[src/rtl/multicycle_control_fsm.sv]
// Main control FSM of the multi-cycle RV32I core: sequences IF/ID/EX/MEM/WB and
// drives datapath strobes, mux selects and the ALUOp class for the ALU control unit.
`timescale 1ns/1ps
module multicycle_control_fsm (
   input  logic       clk,
   input  logic       reset,
   input  logic [6:0] opcode,
   input  logic       bcond,
   input  logic       mem_ready,
   input  logic       halt_req,
   output logic       mem_read,
   output logic       mem_write,
   output logic       i_or_d,
   output logic       ir_write,
   output logic       alu_out_write,
   output logic       reg_write,
   output logic       pc_write,
   output logic       pc_source,
   output logic       wb_sel,
   output logic       alu_src_a,
   output logic [1:0] alu_src_b,
   output logic [6:0] alu_op,
   output logic       is_halted
);

   localparam logic [6:0] OP_ARITH     = 7'b0110011;
   localparam logic [6:0] OP_ARITH_IMM = 7'b0010011;
   localparam logic [6:0] OP_LOAD      = 7'b0000011;
   localparam logic [6:0] OP_STORE     = 7'b0100011;
   localparam logic [6:0] OP_BRANCH    = 7'b1100011;
   localparam logic [6:0] OP_JAL       = 7'b1101111;
   localparam logic [6:0] OP_JALR      = 7'b1100111;
   localparam logic [6:0] OP_ECALL     = 7'b1110011;
   // The LOAD class decodes to a plain add in the ALU control unit.
   localparam logic [6:0] ALU_ADD      = OP_LOAD;

   localparam logic [1:0] B_RS2  = 2'b00;
   localparam logic [1:0] B_FOUR = 2'b01;
   localparam logic [1:0] B_IMM  = 2'b10;

   typedef enum logic [2:0] {
      S_IF, S_ID, S_EX, S_MEM, S_WB_ALU, S_WB_MEM, S_BR_TAKEN, S_HALT
   } state_t;

   state_t state_q, state_d;
   logic   is_halted_q, is_halted_d;

   always_ff @(posedge clk) begin
      // NOTE: sequential state uses non-blocking assignments so every register
      // samples the pre-edge values regardless of statement order.
      if (reset) begin
         state_q     <= S_IF;
         is_halted_q <= 1'b0;
      end else begin
         state_q     <= state_d;
         is_halted_q <= is_halted_d;
      end
   end

   assign is_halted_d = is_halted_q | (state_d == S_HALT);
   assign is_halted   = is_halted_q;

   always_comb begin
      // NOTE: every output gets a default before the case so no path can
      // leave a signal unassigned and infer a latch.
      state_d       = state_q;
      mem_read      = 1'b0;
      mem_write     = 1'b0;
      i_or_d        = 1'b0;
      ir_write      = 1'b0;
      alu_out_write = 1'b0;
      reg_write     = 1'b0;
      pc_write      = 1'b0;
      pc_source     = 1'b0;
      wb_sel        = 1'b0;
      alu_src_a     = 1'b0;
      alu_src_b     = B_RS2;
      alu_op        = ALU_ADD;

      case (state_q)
         S_IF: begin
            mem_read = 1'b1;
            if (mem_ready) begin
               ir_write = 1'b1;
               state_d  = S_ID;
            end
         end
         S_ID: begin
            alu_src_b     = B_FOUR;
            alu_out_write = 1'b1;
            if (opcode == OP_ECALL) begin
               if (halt_req) begin
                  state_d = S_HALT;
               end else begin
                  pc_write = 1'b1;
                  state_d  = S_IF;
               end
            end else begin
               state_d = S_EX;
            end
         end
         S_EX: begin
            alu_op    = opcode;
            alu_src_a = 1'b1;
            alu_src_b = (opcode == OP_ARITH || opcode == OP_BRANCH) ? B_RS2 : B_IMM;
            case (opcode)
               OP_ARITH, OP_ARITH_IMM: begin
                  alu_out_write = 1'b1;
                  state_d       = S_WB_ALU;
               end
               OP_LOAD, OP_STORE: begin
                  alu_out_write = 1'b1;
                  state_d       = S_MEM;
               end
               OP_BRANCH: begin
                  if (bcond) begin
                     state_d = S_BR_TAKEN;
                  end else begin
                     pc_write  = 1'b1;
                     pc_source = 1'b1;
                     state_d   = S_IF;
                  end
               end
               OP_JAL, OP_JALR: begin
                  // Link value PC+4 was latched into ALUOut during ID.
                  if (opcode == OP_JAL) begin
                     alu_src_a = 1'b0;
                     alu_op    = ALU_ADD;
                  end
                  reg_write = 1'b1;
                  pc_write  = 1'b1;
                  state_d   = S_IF;
               end
               default: begin
                  pc_write  = 1'b1;
                  pc_source = 1'b1;
                  state_d   = S_IF;
               end
            endcase
         end
         S_MEM: begin
            i_or_d    = 1'b1;
            alu_src_b = B_FOUR;
            if (opcode == OP_LOAD) begin
               mem_read = 1'b1;
            end else begin
               mem_write = 1'b1;
            end
            if (mem_ready) begin
               if (opcode == OP_LOAD) begin
                  state_d = S_WB_MEM;
               end else begin
                  pc_write = 1'b1;
                  state_d  = S_IF;
               end
            end
         end
         S_WB_ALU, S_WB_MEM: begin
            reg_write = 1'b1;
            wb_sel    = (state_q == S_WB_MEM);
            alu_src_b = B_FOUR;
            pc_write  = 1'b1;
            state_d   = S_IF;
         end
         S_BR_TAKEN: begin
            alu_src_b = B_IMM;
            pc_write  = 1'b1;
            state_d   = S_IF;
         end
         S_HALT: begin
         end
         default: state_d = S_IF;
      endcase

      // An instruction interrupted by reset must not leave any architectural write behind.
      if (reset) begin
         mem_read      = 1'b0;
         mem_write     = 1'b0;
         ir_write      = 1'b0;
         alu_out_write = 1'b0;
         reg_write     = 1'b0;
         pc_write      = 1'b0;
      end
   end

endmodule

[config.mk]
export PLATFORM = sky130hd
export DESIGN_NAME = multicycle_control_fsm
export DESIGN_NICKNAME = d
export VERILOG_FILES = /design/src/rtl/multicycle_control_fsm.sv
export SDC_FILE = /design/constraint.sdc
export NUM_CORES = 1
export LEC_CHECK = 0
export CELL_PAD_IN_SITES_DETAIL_PLACEMENT = 1
export CELL_PAD_IN_SITES_GLOBAL_PLACEMENT = 1
export CORE_MARGIN = 2
export CORE_UTILIZATION = 25
export DETAILED_ROUTE_END_ITERATION = 10
export PLACE_DENSITY_LB_ADDON = 0.1
export SLEW_MARGIN = 5
export SYNTH_ARGS = -nofsm -noshare
export SYNTH_HDL_FRONTEND = slang
export SYNTH_SLANG_ARGS = --single-unit
[constraint.sdc]
create_clock -name clk -period 2.51 [get_ports clk]
set_clock_uncertainty 0.1 [all_clocks]
set_input_delay 0.502 -clock clk [delete_from_list [all_inputs] [get_ports clk]]
set_output_delay 0.502 -clock clk [all_outputs]
set_load 0.01 [all_outputs]
==> results.sh, run 1 <==
export IMPL_start_util_pct=26.8
export IMPL_setup_tns_ns=0
export IMPL_postSynthCellCount=82
export IMPL_grt_pass1_vias=838
export IMPL_reg2reg_depth=5
export IMPL_reg2reg_slack_ns=0.90
export IMPL_power_frac_comb_pct=47.4
export IMPL_slew_violations=0
export IMPL_dr_pass1_iters=2
export IMPL_setup_viol=0
export IMPL_power_density_nw_per_um2=249
export IMPL_place_gp_congestion=0.774
export IMPL_htreeDepth=1
export IMPL_synth_flop_cell="dfxtp_1"
export IMPL_fmax_mhz=410
export IMPL_syn_num_nets=94
export IMPL_timing_max_slew_rel_slack_pct=73.9
export IMPL_insertion_delay_ns=0.23
export IMPL_synth_cell_types=34
export IMPL_tightest_slew_ns=0.381
export IMPL_layout_drive_gt1_share_pct=37.3
export IMPL_vias=813
export IMPL_reg2reg_from="state_q[1]$_SDFF_PP0_"
export IMPL_hold_viol=0
export IMPL_switching_share_pct=31.1
export IMPL_setup_slack_ns=0.0682
export IMPL_hold_class="flop to flop"
export IMPL_grt_usage_pct=19.9
export IMPL_end_kind="output pin"
export IMPL_wirelength_microns=2300
export IMPL_vias_per_cell=5.05
export IMPL_critPathBufInv=1
export IMPL_io_buffer_count=31
export IMPL_syn2layout_area_growth_pct=109
export IMPL_die_h_microns=50.1
export IMPL_num_nets_final=148
export IMPL_hp_start="is_halted$_SDFF_PP0_"
export IMPL_leakage_nw=0.561
export IMPL_grt_setup_unrepaired="no"
export IMPL_syn_area_sq_um=532
export IMPL_ios=32
export IMPL_ys_async_sr_fraction_pct=0
export IMPL_post_place_ws_ns=-0.608
export IMPL_p_int_uw=191
export IMPL_dieArea_sq_um=2510
export IMPL_hpwlAfterDp_microns=1670
export IMPL_worstHoldEndpoint="is_halted$_SDFF_PP0_"
export IMPL_synth_warning_count=0
export IMPL_core_sq_um=1980
export IMPL_worstPathArrival_ns=1.84
export IMPL_synth_edff_count=0
export IMPL_grt_max_degree=12
export IMPL_finish_utilization_pct=56.2
export IMPL_ys_ff_latch=4
export IMPL_cts_buffers=3
export IMPL_finalCritPeriodShare_pct=97.3
export IMPL_cpPeakStageDelay_ns=0.48
export IMPL_path_max_fanout=8
export IMPL_worst_setup_path_start_kind="flop"
export IMPL_ant_nets=0
export IMPL_worstSetupPathType="flop to output pin"
export IMPL_yosysSeqAreaShare_pct=15.1
export IMPL_chipWidth_microns=50.1
export IMPL_holdPathStages=2
export IMPL_antennaDiodeCount=0
export IMPL_drt_iter0_markers=2
export IMPL_drc=0
export IMPL_critPathTopFamily="simple AND/OR/NAND/NOR gates"
export IMPL_ir_drop_mv=0.400
export IMPL_grt_pass1_wl_microns=3750
export IMPL_post_route_min_period_ns=2.44
export IMPL_path_clk_slew_ns=0.04
export IMPL_worstPathCellList="or3b_4 > or2_2 > clkdlybuf4s50_1"
export IMPL_cp_slowest_cell="clkdlybuf4s50_1"
export IMPL_syn_area_per_cell_sq_um=6.48
export IMPL_power_frac_clock_pct=27.9
export IMPL_wl_per_cell_microns=14.3
export IMPL_cts_root_buf="clkbuf_4"
export IMPL_rows=16
export IMPL_totalPowerFinal_uw=278
export IMPL_place_area_sq_um=990
export IMPL_status="finished, final reports clean"
export IMPL_grt_overflow_total=0
export IMPL_cts_sinks=4
export IMPL_p_seq_share_pct=24.7
export IMPL_critPathRequiredTime_ns=1.91
export IMPL_p_switching_uw=86.4
export IMPL_tritoncts="built"
export IMPL_r2r_end="state_q[2]$_SDFF_PP0_"
export IMPL_cap_violations=0
export IMPL_max_clock_path_buffers=2
export IMPL_antenna_found_initial=0
export IMPL_stdcell_area_sq_um=1110
-- state kept, by name (all words and copies together), names as in the netlist --
signal and cells:
state_q 3, is_halted 1
-- cell usage after synthesis (2+ instances only) --
cell      n  area share (%)
nor2_1    9             6.4
a21oi_1   8             7.5
and2_1    6             7.1
nand2_1   6             4.2
dfxtp_1   4              15
nor3_1    4             3.8
a31oi_1   3             3.5
clkbuf_1  3             2.1
inv_1     3             2.1
nor2b_1   3             3.5
nor4_1    3             3.5
or3_1     3             3.5
and3_1    2             2.4
buf_2     2             1.9
nand3_1   2             1.9
o21ai_0   2             1.9
or2_2     2             2.4
-- power groups by stage --
stage	combinational [mW]	sequential (mW)	clock (mW)
floorplan	0.0534	0.0685	0
global placement	0.121	0.0697	0
detailed placement	0.123	0.0696	0
CTS	0.129	0.0687	0.0821
global route	0.143	0.0690	0.0880
finish	0.132	0.0687	0.0775
-- layout by cell type (no fill, tap or decap), drive strengths merged --
| cell | count |
|---|---|
| buf | 32 |
| nor2 | 9 |
| clkdlybuf4s50 | 9 |
| dlymetal6s2s | 9 |
| a21oi | 8 |
| nand2 | 6 |
| and2 | 6 |
| nor3 | 4 |
| dlygate4sd2 | 4 |
| dfxtp | 4 |
| a31oi | 3 |
| or3 | 3 |
| inv | 3 |
| clkbuf | 3 |
| nor2b | 3 |
| nor4 | 3 |
| or2 | 2 |
| and3 | 2 |
| or3b | 2 |
| o21ai | 2 |
| nand3 | 2 |
| clkdlybuf4s15 | 2 |
| xor2 | 1 |
| nand4bb | 1 |
| nand2b | 1 |
| a21boi | 1 |
| o41ai | 1 |
| a221o | 1 |
| a2bb2oi | 1 |
| or2b | 1 |
| o31a | 1 |
| a2111oi | 1 |
| o31ai | 1 |
| a22o | 1 |
| o211ai | 1 |
-- kinds of logic (layout without fill, tap and decap cells) --
kind of cell    Yosys count  after routing  synth area share, %
flops                     4              4                 15.1
buf+inv                  10             62                 8.94
compound gates           22             22                 27.3
xor+xnor                  1              1                 1.65
simple gates             45             45                 47.1
-- per-layer routing --
layer | global-route usage [%] | share of wire [%]
met5 | 0 | 0
met4 | 5.09 | 0.61
met1 | 23.4 | 43
met3 | 5.15 | 3.6
met2 | 35.1 | 52
-- area by class of cell --
type / count / area, sq um
fillers: 250 / 868
repair buffers: 56 / 489
multi-input cells: 68 / 477
flip-flops and latches: 4 / 80.1
well taps: 27 / 33.8
clock buffers: 3 / 22.5
inverters: 3 / 11.3
-- worst max path at each step --
| stage | from | endpoint | slack (ns) | cells after the start |
|---|---|---|---|---|
| floorplan | opcode[4] | pc_write | 0.33 | 5 |
| global placement | opcode[3] | pc_write | -0.58 | 6 |
| detailed placement | opcode[2] | pc_write | -0.61 | 6 |
| CTS | opcode[2] | pc_write | -0.20 | 6 |
| global route | state_q[2]$_SDFF_PP0_ | alu_op[1] | 0.02 | 3 |
| finish | state_q[2]$_SDFF_PP0_ | alu_op[0] | 0.07 | 3 |
-- what timing repair did --
action / CTS / global route
pin swaps: 2 / 4
buffers inserted: 5 / 0
gates cloned: 0 / 0
hold buffers: 0 / 0
gates resized for setup: 51 / 14
setup endpoints to repair: 12 / 13
-- worst register-to-register path: stages, from the launching register on --
cell and delay, ns:
dfxtp_1 0.31, buf_4 0.16, or3b_2 0.46, o31ai_1 0.22
nand2_1 0.13, a31oi_1 0.15
-- metrics by stage --
stage               instances  hold WS (ns)
finish                    161         0.344
global route              161         0.373
CTS                       161         0.351
detailed placement        153         0.343
global placement          153         0.335
floorplan                  82         0.370
Power figures use the tool's default switching activity.
==> inputs of run 2 (changes only) <==
--- a/config.mk
+++ b/config.mk
@@ -10,7 +10,7 @@
 export CORE_MARGIN = 2
 export CORE_UTILIZATION = 25
 export DETAILED_ROUTE_END_ITERATION = 10
-export PLACE_DENSITY_LB_ADDON = 0.1
+export PLACE_DENSITY = 0.8
 export SLEW_MARGIN = 5
 export SYNTH_ARGS = -nofsm -noshare
 export SYNTH_HDL_FRONTEND = slang
==> run 2 against run 1 <==
Effect of this change: maximum frequency shrank 0.97%; sequential cell count is the same; critical path depth stayed put; wire length is 6.4% higher; largest power group unchanged.
==> results.sh, run 2 (synthesis gave the netlist of run 1 again) <==
export IMPL_final_common_cell="buf_4"
export IMPL_finalCritPeriodShare_pct=98.2
export IMPL_end_kind="output pin"
export IMPL_power_density_nw_per_um2=254
export IMPL_n_fill_cell=256
export IMPL_leakage_nw=0.502
export IMPL_worstSetupPathType="flop to output pin"
export IMPL_fmax_mhz=406
export IMPL_dr_pass1_iters=4
export IMPL_antenna_found_initial=0
export IMPL_insertion_delay_ns=0.24
export IMPL_setup_slack_ns=0.0442
export IMPL_htreeDepth=1
export IMPL_largest_reg_flops=3
export IMPL_grt_overflow_total=0
export IMPL_hold_class="flop to flop"
export IMPL_ir_drop_mv=0.194
export IMPL_place_gp_congestion=0.783
export IMPL_dieArea_sq_um=2510
export IMPL_ant_nets=0
export IMPL_cts_root_buf="clkbuf_4"
export IMPL_cts_buffers=3
export IMPL_drt_iter0_markers=13
export IMPL_vias=857
export IMPL_worstPathArrival_ns=1.86
export IMPL_regMostFlops="state_q"
export IMPL_drc=0
export IMPL_slew_violations=0
export IMPL_hold_viol=0
export IMPL_cap_violations=0
export IMPL_chipWidth_microns=50.1
export IMPL_tightest_slew_ns=0.550
export IMPL_worst_setup_path_start_kind="flop"
export IMPL_timing_max_slew_rel_slack_pct=62.4
export IMPL_core_sq_um=1980
export IMPL_grt_pass1_vias=911
export IMPL_final_cell_mix="buf_4 (19), nor2_1 (9), clkdlybuf4s50_1 (9)"
export IMPL_hpwlAfterDp_microns=1730
export IMPL_post_route_min_period_ns=2.47
export IMPL_post_place_ws_ns=-0.626
export IMPL_max_clock_path_buffers=2
export IMPL_syn2layout_area_growth_pct=103
export IMPL_antennaDiodeCount=0
export IMPL_critPathRequiredTime_ns=1.91
export IMPL_rows=16
export IMPL_start_util_pct=26.8
export IMPL_layout_drive_gt1_share_pct=35.8
export IMPL_finish_utilization_pct=54.5
export IMPL_cts_sinks=4
export IMPL_tritoncts="built"
export IMPL_num_nets_final=148
export IMPL_die_h_microns=50.1
export IMPL_path_clk_slew_ns=0.04
export IMPL_setup_viol=0
export IMPL_status="finished, final reports clean"
export IMPL_grt_usage_pct=21.7
export IMPL_grt_pass1_wl_microns=4210
export IMPL_vias_per_cell=5.32
export IMPL_grt_max_degree=10
export IMPL_wl_per_cell_microns=15.2
export IMPL_wirelength_microns=2450
export IMPL_ios=32
export IMPL_io_buffer_count=31
export IMPL_cts_hold_buf=0
export IMPL_fin_hold_ws_ns=0.346
export IMPL_totalPowerFinal_uw=275
export IMPL_path_max_fanout=8
==> run 2: layer usage <==
layer,wire [microns],track usage [%],vias to the layer above
met3,108,3.94,10
met4,55,8.80,0
met1,1050,25.4,408
li1,-,-,404
met5,0,0,-
met2,1230,38.2,35
==> run 2: critical path: stages (launching register included) <==
cell and delay [ns]:
dfxtp_1 0.40, or3b_4 0.46, or2_2 0.29, clkdlybuf4s50_1 0.48
==> run 2: final timing paths <==
kind,end,start,slack (ns),cells past startpoint
max reg2reg,state_q[1]$_SDFF_PP0_,state_q[0]$_SDFF_PP0_,0.77,4
min reg2reg,is_halted$_SDFF_PP0_,is_halted$_SDFF_PP0_,0.35,2
max,alu_op[0],state_q[0]$_SDFF_PP0_,0.04,3
min,is_halted$_SDFF_PP0_,is_halted$_SDFF_PP0_,0.35,2
==> run 2: area by class of cell <==
type,instances,area (sq um),share of cell area [%]
flip-flops and latches,4,80.1,7.41
clock buffers,3,22.5,2.08
multi-input cells,68,465,43.1
repair buffers,56,468,43.3
well taps,27,33.8,3.12
inverters,3,11.3,1.04
==> run 2: per-stage QoR <==
stage          TNS [ns]  cell area (sq um)  std cells
2_1_floorplan         0                532         82
3_3_place_gp      -5.16                990        153
3_5_place_dp      -5.48                990        153
4_1_cts         -0.0703               1060        160
5_1_grt        -0.00560               1080        161
6_report              0               1080        161
==> run 2: repair_timing <==
| item | 4_1_cts | 5_1_grt |
|---|---|---|
| setup buffers | 2 | 1 |
| setup endpoints to repair | 13 | 9 |
| pin swaps | 2 | 5 |
| cloned | 2 | 0 |
| gates resized for setup | 37 | 21 |
==> run 2: power breakdown <==
group	leakage (nW)	internal, mW	switching [mW]	total [mW]
Clock	0.0138	0.0535	0.0267	0.0803
Combinational	0.455	0.0679	0.0557	0.124
Sequential	0.0326	0.0663	0.00492	0.0712
==> inputs of run 3 (changes only) <==
==> constraint.sdc (replaced) <==
create_clock -name clk -period 2.9 [get_ports clk]
set_clock_uncertainty 0.1 [all_clocks]
set_input_delay 0.58 -clock clk [delete_from_list [all_inputs] [get_ports clk]]
set_output_delay 0.58 -clock clk [all_outputs]
set_load 0.01 [all_outputs]
==> run 3 against run 2 <==
Effect of this change: register-to-register slack improved by 0.42 ns; setup slack worse by 0.00063 ns; final cell count is 7.5% lower; clock power down 16%; via count shrank 11%; first-iteration DRC count shrank 77%; critical endpoint is now pc_write.
==> results.sh, run 3 (synthesis gave the netlist of run 1 again) <==
export IMPL_status="finished, final reports clean"
export IMPL_reg2reg_depth=4
export IMPL_cts_sinks=4
export IMPL_post_route_min_period_ns=2.86
export IMPL_grt_max_degree=12
export IMPL_core_sq_um=1980
export IMPL_dieArea_sq_um=2510
export IMPL_hold_class="flop to flop"
export IMPL_grt_overflow_total=0
export IMPL_end_kind="output pin"
export IMPL_cts_hold_buf=0
export IMPL_finalCritPeriodShare_pct=98.5
export IMPL_wirelength_microns=2170
export IMPL_p_seq_share_pct=27.1
export IMPL_final_cell_mix="clkdlybuf4s50_1 (13), buf_4 (10), nor2_1 (9), dlygate4sd2_1 (9), a21oi_1 (7)"
export IMPL_dr_pass1_iters=4
export IMPL_htreeDepth=1
export IMPL_vias_per_cell=5.12
export IMPL_start_util_pct=26.8
export IMPL_setup_viol=0
export IMPL_insertion_delay_ns=0.23
export IMPL_final_common_cell="clkdlybuf4s50_1"
export IMPL_power_density_nw_per_um2=224
export IMPL_leakage_nw=0.483
export IMPL_r2r_end="state_q[1]$_SDFF_PP0_"
export IMPL_power_frac_comb_pct=43.4
export IMPL_cp_startpoint="opcode[4]"
export IMPL_max_clock_path_buffers=2
export IMPL_power_frac_clock_pct=29.5
export IMPL_timing_max_slew_rel_slack_pct=70.4
export IMPL_wl_per_cell_microns=14.6
export IMPL_worstPathArrival_ns=2.18
export IMPL_path_clk_slew_ns=0.04
export IMPL_critPathRequiredTime_ns=2.22
export IMPL_holdPathStages=2
export IMPL_cts_root_buf="clkbuf_4"
export IMPL_ir_drop_mv=0.107
export IMPL_worstPathCellList="clkdlybuf4s50_1 > nand3_2 > or3_1 > a221o_1 > a21oi_2 > buf_2"
export IMPL_cp_slowest_cell="clkdlybuf4s50_1"
export IMPL_fin_hold_ws_ns=0.357
export IMPL_grt_pass1_wl_microns=3550
export IMPL_cpPeakStageDelay_ns=0.51
export IMPL_ant_nets=0
export IMPL_critPathBufInv=2
export IMPL_cts_buffers=3
export IMPL_grt_pass1_vias=795
export IMPL_tightest_slew_ns=0.432
export IMPL_fmax_mhz=350
export IMPL_grt_setup_unrepaired="yes"
export IMPL_io_buffer_count=31
export IMPL_chipWidth_microns=50.1
export IMPL_totalPowerFinal_uw=229
export IMPL_num_nets_final=136
export IMPL_finish_utilization_pct=51.6
export IMPL_syn2layout_area_growth_pct=92.2
export IMPL_antenna_found_initial=0
export IMPL_hold_viol=0
export IMPL_cts_setup_buffers=0
export IMPL_rows=16
export IMPL_p_int_uw=158
export IMPL_place_gp_congestion=0.833
export IMPL_layout_drive_gt1_share_pct=22.1
export IMPL_tritoncts="built"
export IMPL_hpwlAfterDp_microns=1650
export IMPL_worst_setup_path_start_kind="input port"
export IMPL_reg2reg_from="state_q[1]$_SDFF_PP0_"
export IMPL_worstHoldEndpoint="is_halted$_SDFF_PP0_"
export IMPL_drc=0
export IMPL_die_h_microns=50.1
export IMPL_p_switching_uw=71.5
export IMPL_ios=32
export IMPL_reg2reg_slack_ns=1.19
export IMPL_slew_violations=0
export IMPL_cap_violations=0
export IMPL_hp_start="is_halted$_SDFF_PP0_"
export IMPL_path_max_fanout=2
export IMPL_worstSetupPathType="input port to output pin"
export IMPL_critPathTopFamily="buffers and inverters"
export IMPL_drt_iter0_markers=3
export IMPL_antennaDiodeCount=0
export IMPL_regMostFlops="state_q"
export IMPL_switching_share_pct=31.2
export IMPL_vias=763
export IMPL_grt_usage_pct=17.8
export IMPL_largest_reg_flops=3
run 3: area by class of cell:
type                    instances  area (sq um)
clock buffers                   3          22.5
flip-flops and latches          4          80.1
multi-input cells              68           457
repair buffers                 44           418
fillers                       263           960
inverters                       3          11.3
well taps                      27          33.8
run 3: worst max path at each step:
stage          depth (start not counted)         to  slack [ns]
6_report                               6   pc_write        0.04
5_1_grt                                8  alu_op[3]      -0.003
4_1_cts                                6   pc_write       -0.12
3_5_place_dp                           6   pc_write       -0.41
3_3_place_gp                           6   pc_write       -0.39
2_1_floorplan                          5   pc_write        0.56
run 3: layer usage:
layer | share of wire [%] | global-route usage (%) | vias to the layer above
met5 | 0 | 0 | -
met4 | 0 | 1.39 | 0
met3 | 4.3 | 1.52 | 0
met2 | 54 | 35.7 | 22
met1 | 42 | 20.6 | 363
li1 | - | - | 378
run 3: stage by stage:
stage                     instances  area, sq um  setup slack [ns]  TNS [ns]
after floorplan                  82          532             0.564         0
after global placement          146          937            -0.387     -2.26
after detailed placement        146          937            -0.411     -2.87
after CTS                       149          973            -0.120    -0.130
after global routing            149         1020          -0.00332  -0.00614
final                           149         1020            0.0436         0
run 3: timing repair:
item                                   4_1_cts  5_1_grt
setup endpoints to repair                   12        8
endpoints found under the hold margin        0        0
resized for setup                           20       16
pin swaps                                    0        2
run 3: worst min-delay path, stage by stage (launching register included):
cell and delay (ns):
dfxtp_1 0.30, inv_1 0.05, a21oi_1 0.05
run 3: power groups by stage:
stage                     Clock, mW  Combinational [mW]  Sequential [mW]
after floorplan                   0              0.0462           0.0593
after global placement            0              0.0943           0.0630
after detailed placement          0              0.0968           0.0630
after CTS                    0.0699              0.0960           0.0620
after global routing         0.0753               0.108           0.0628
final                        0.0677              0.0995           0.0622
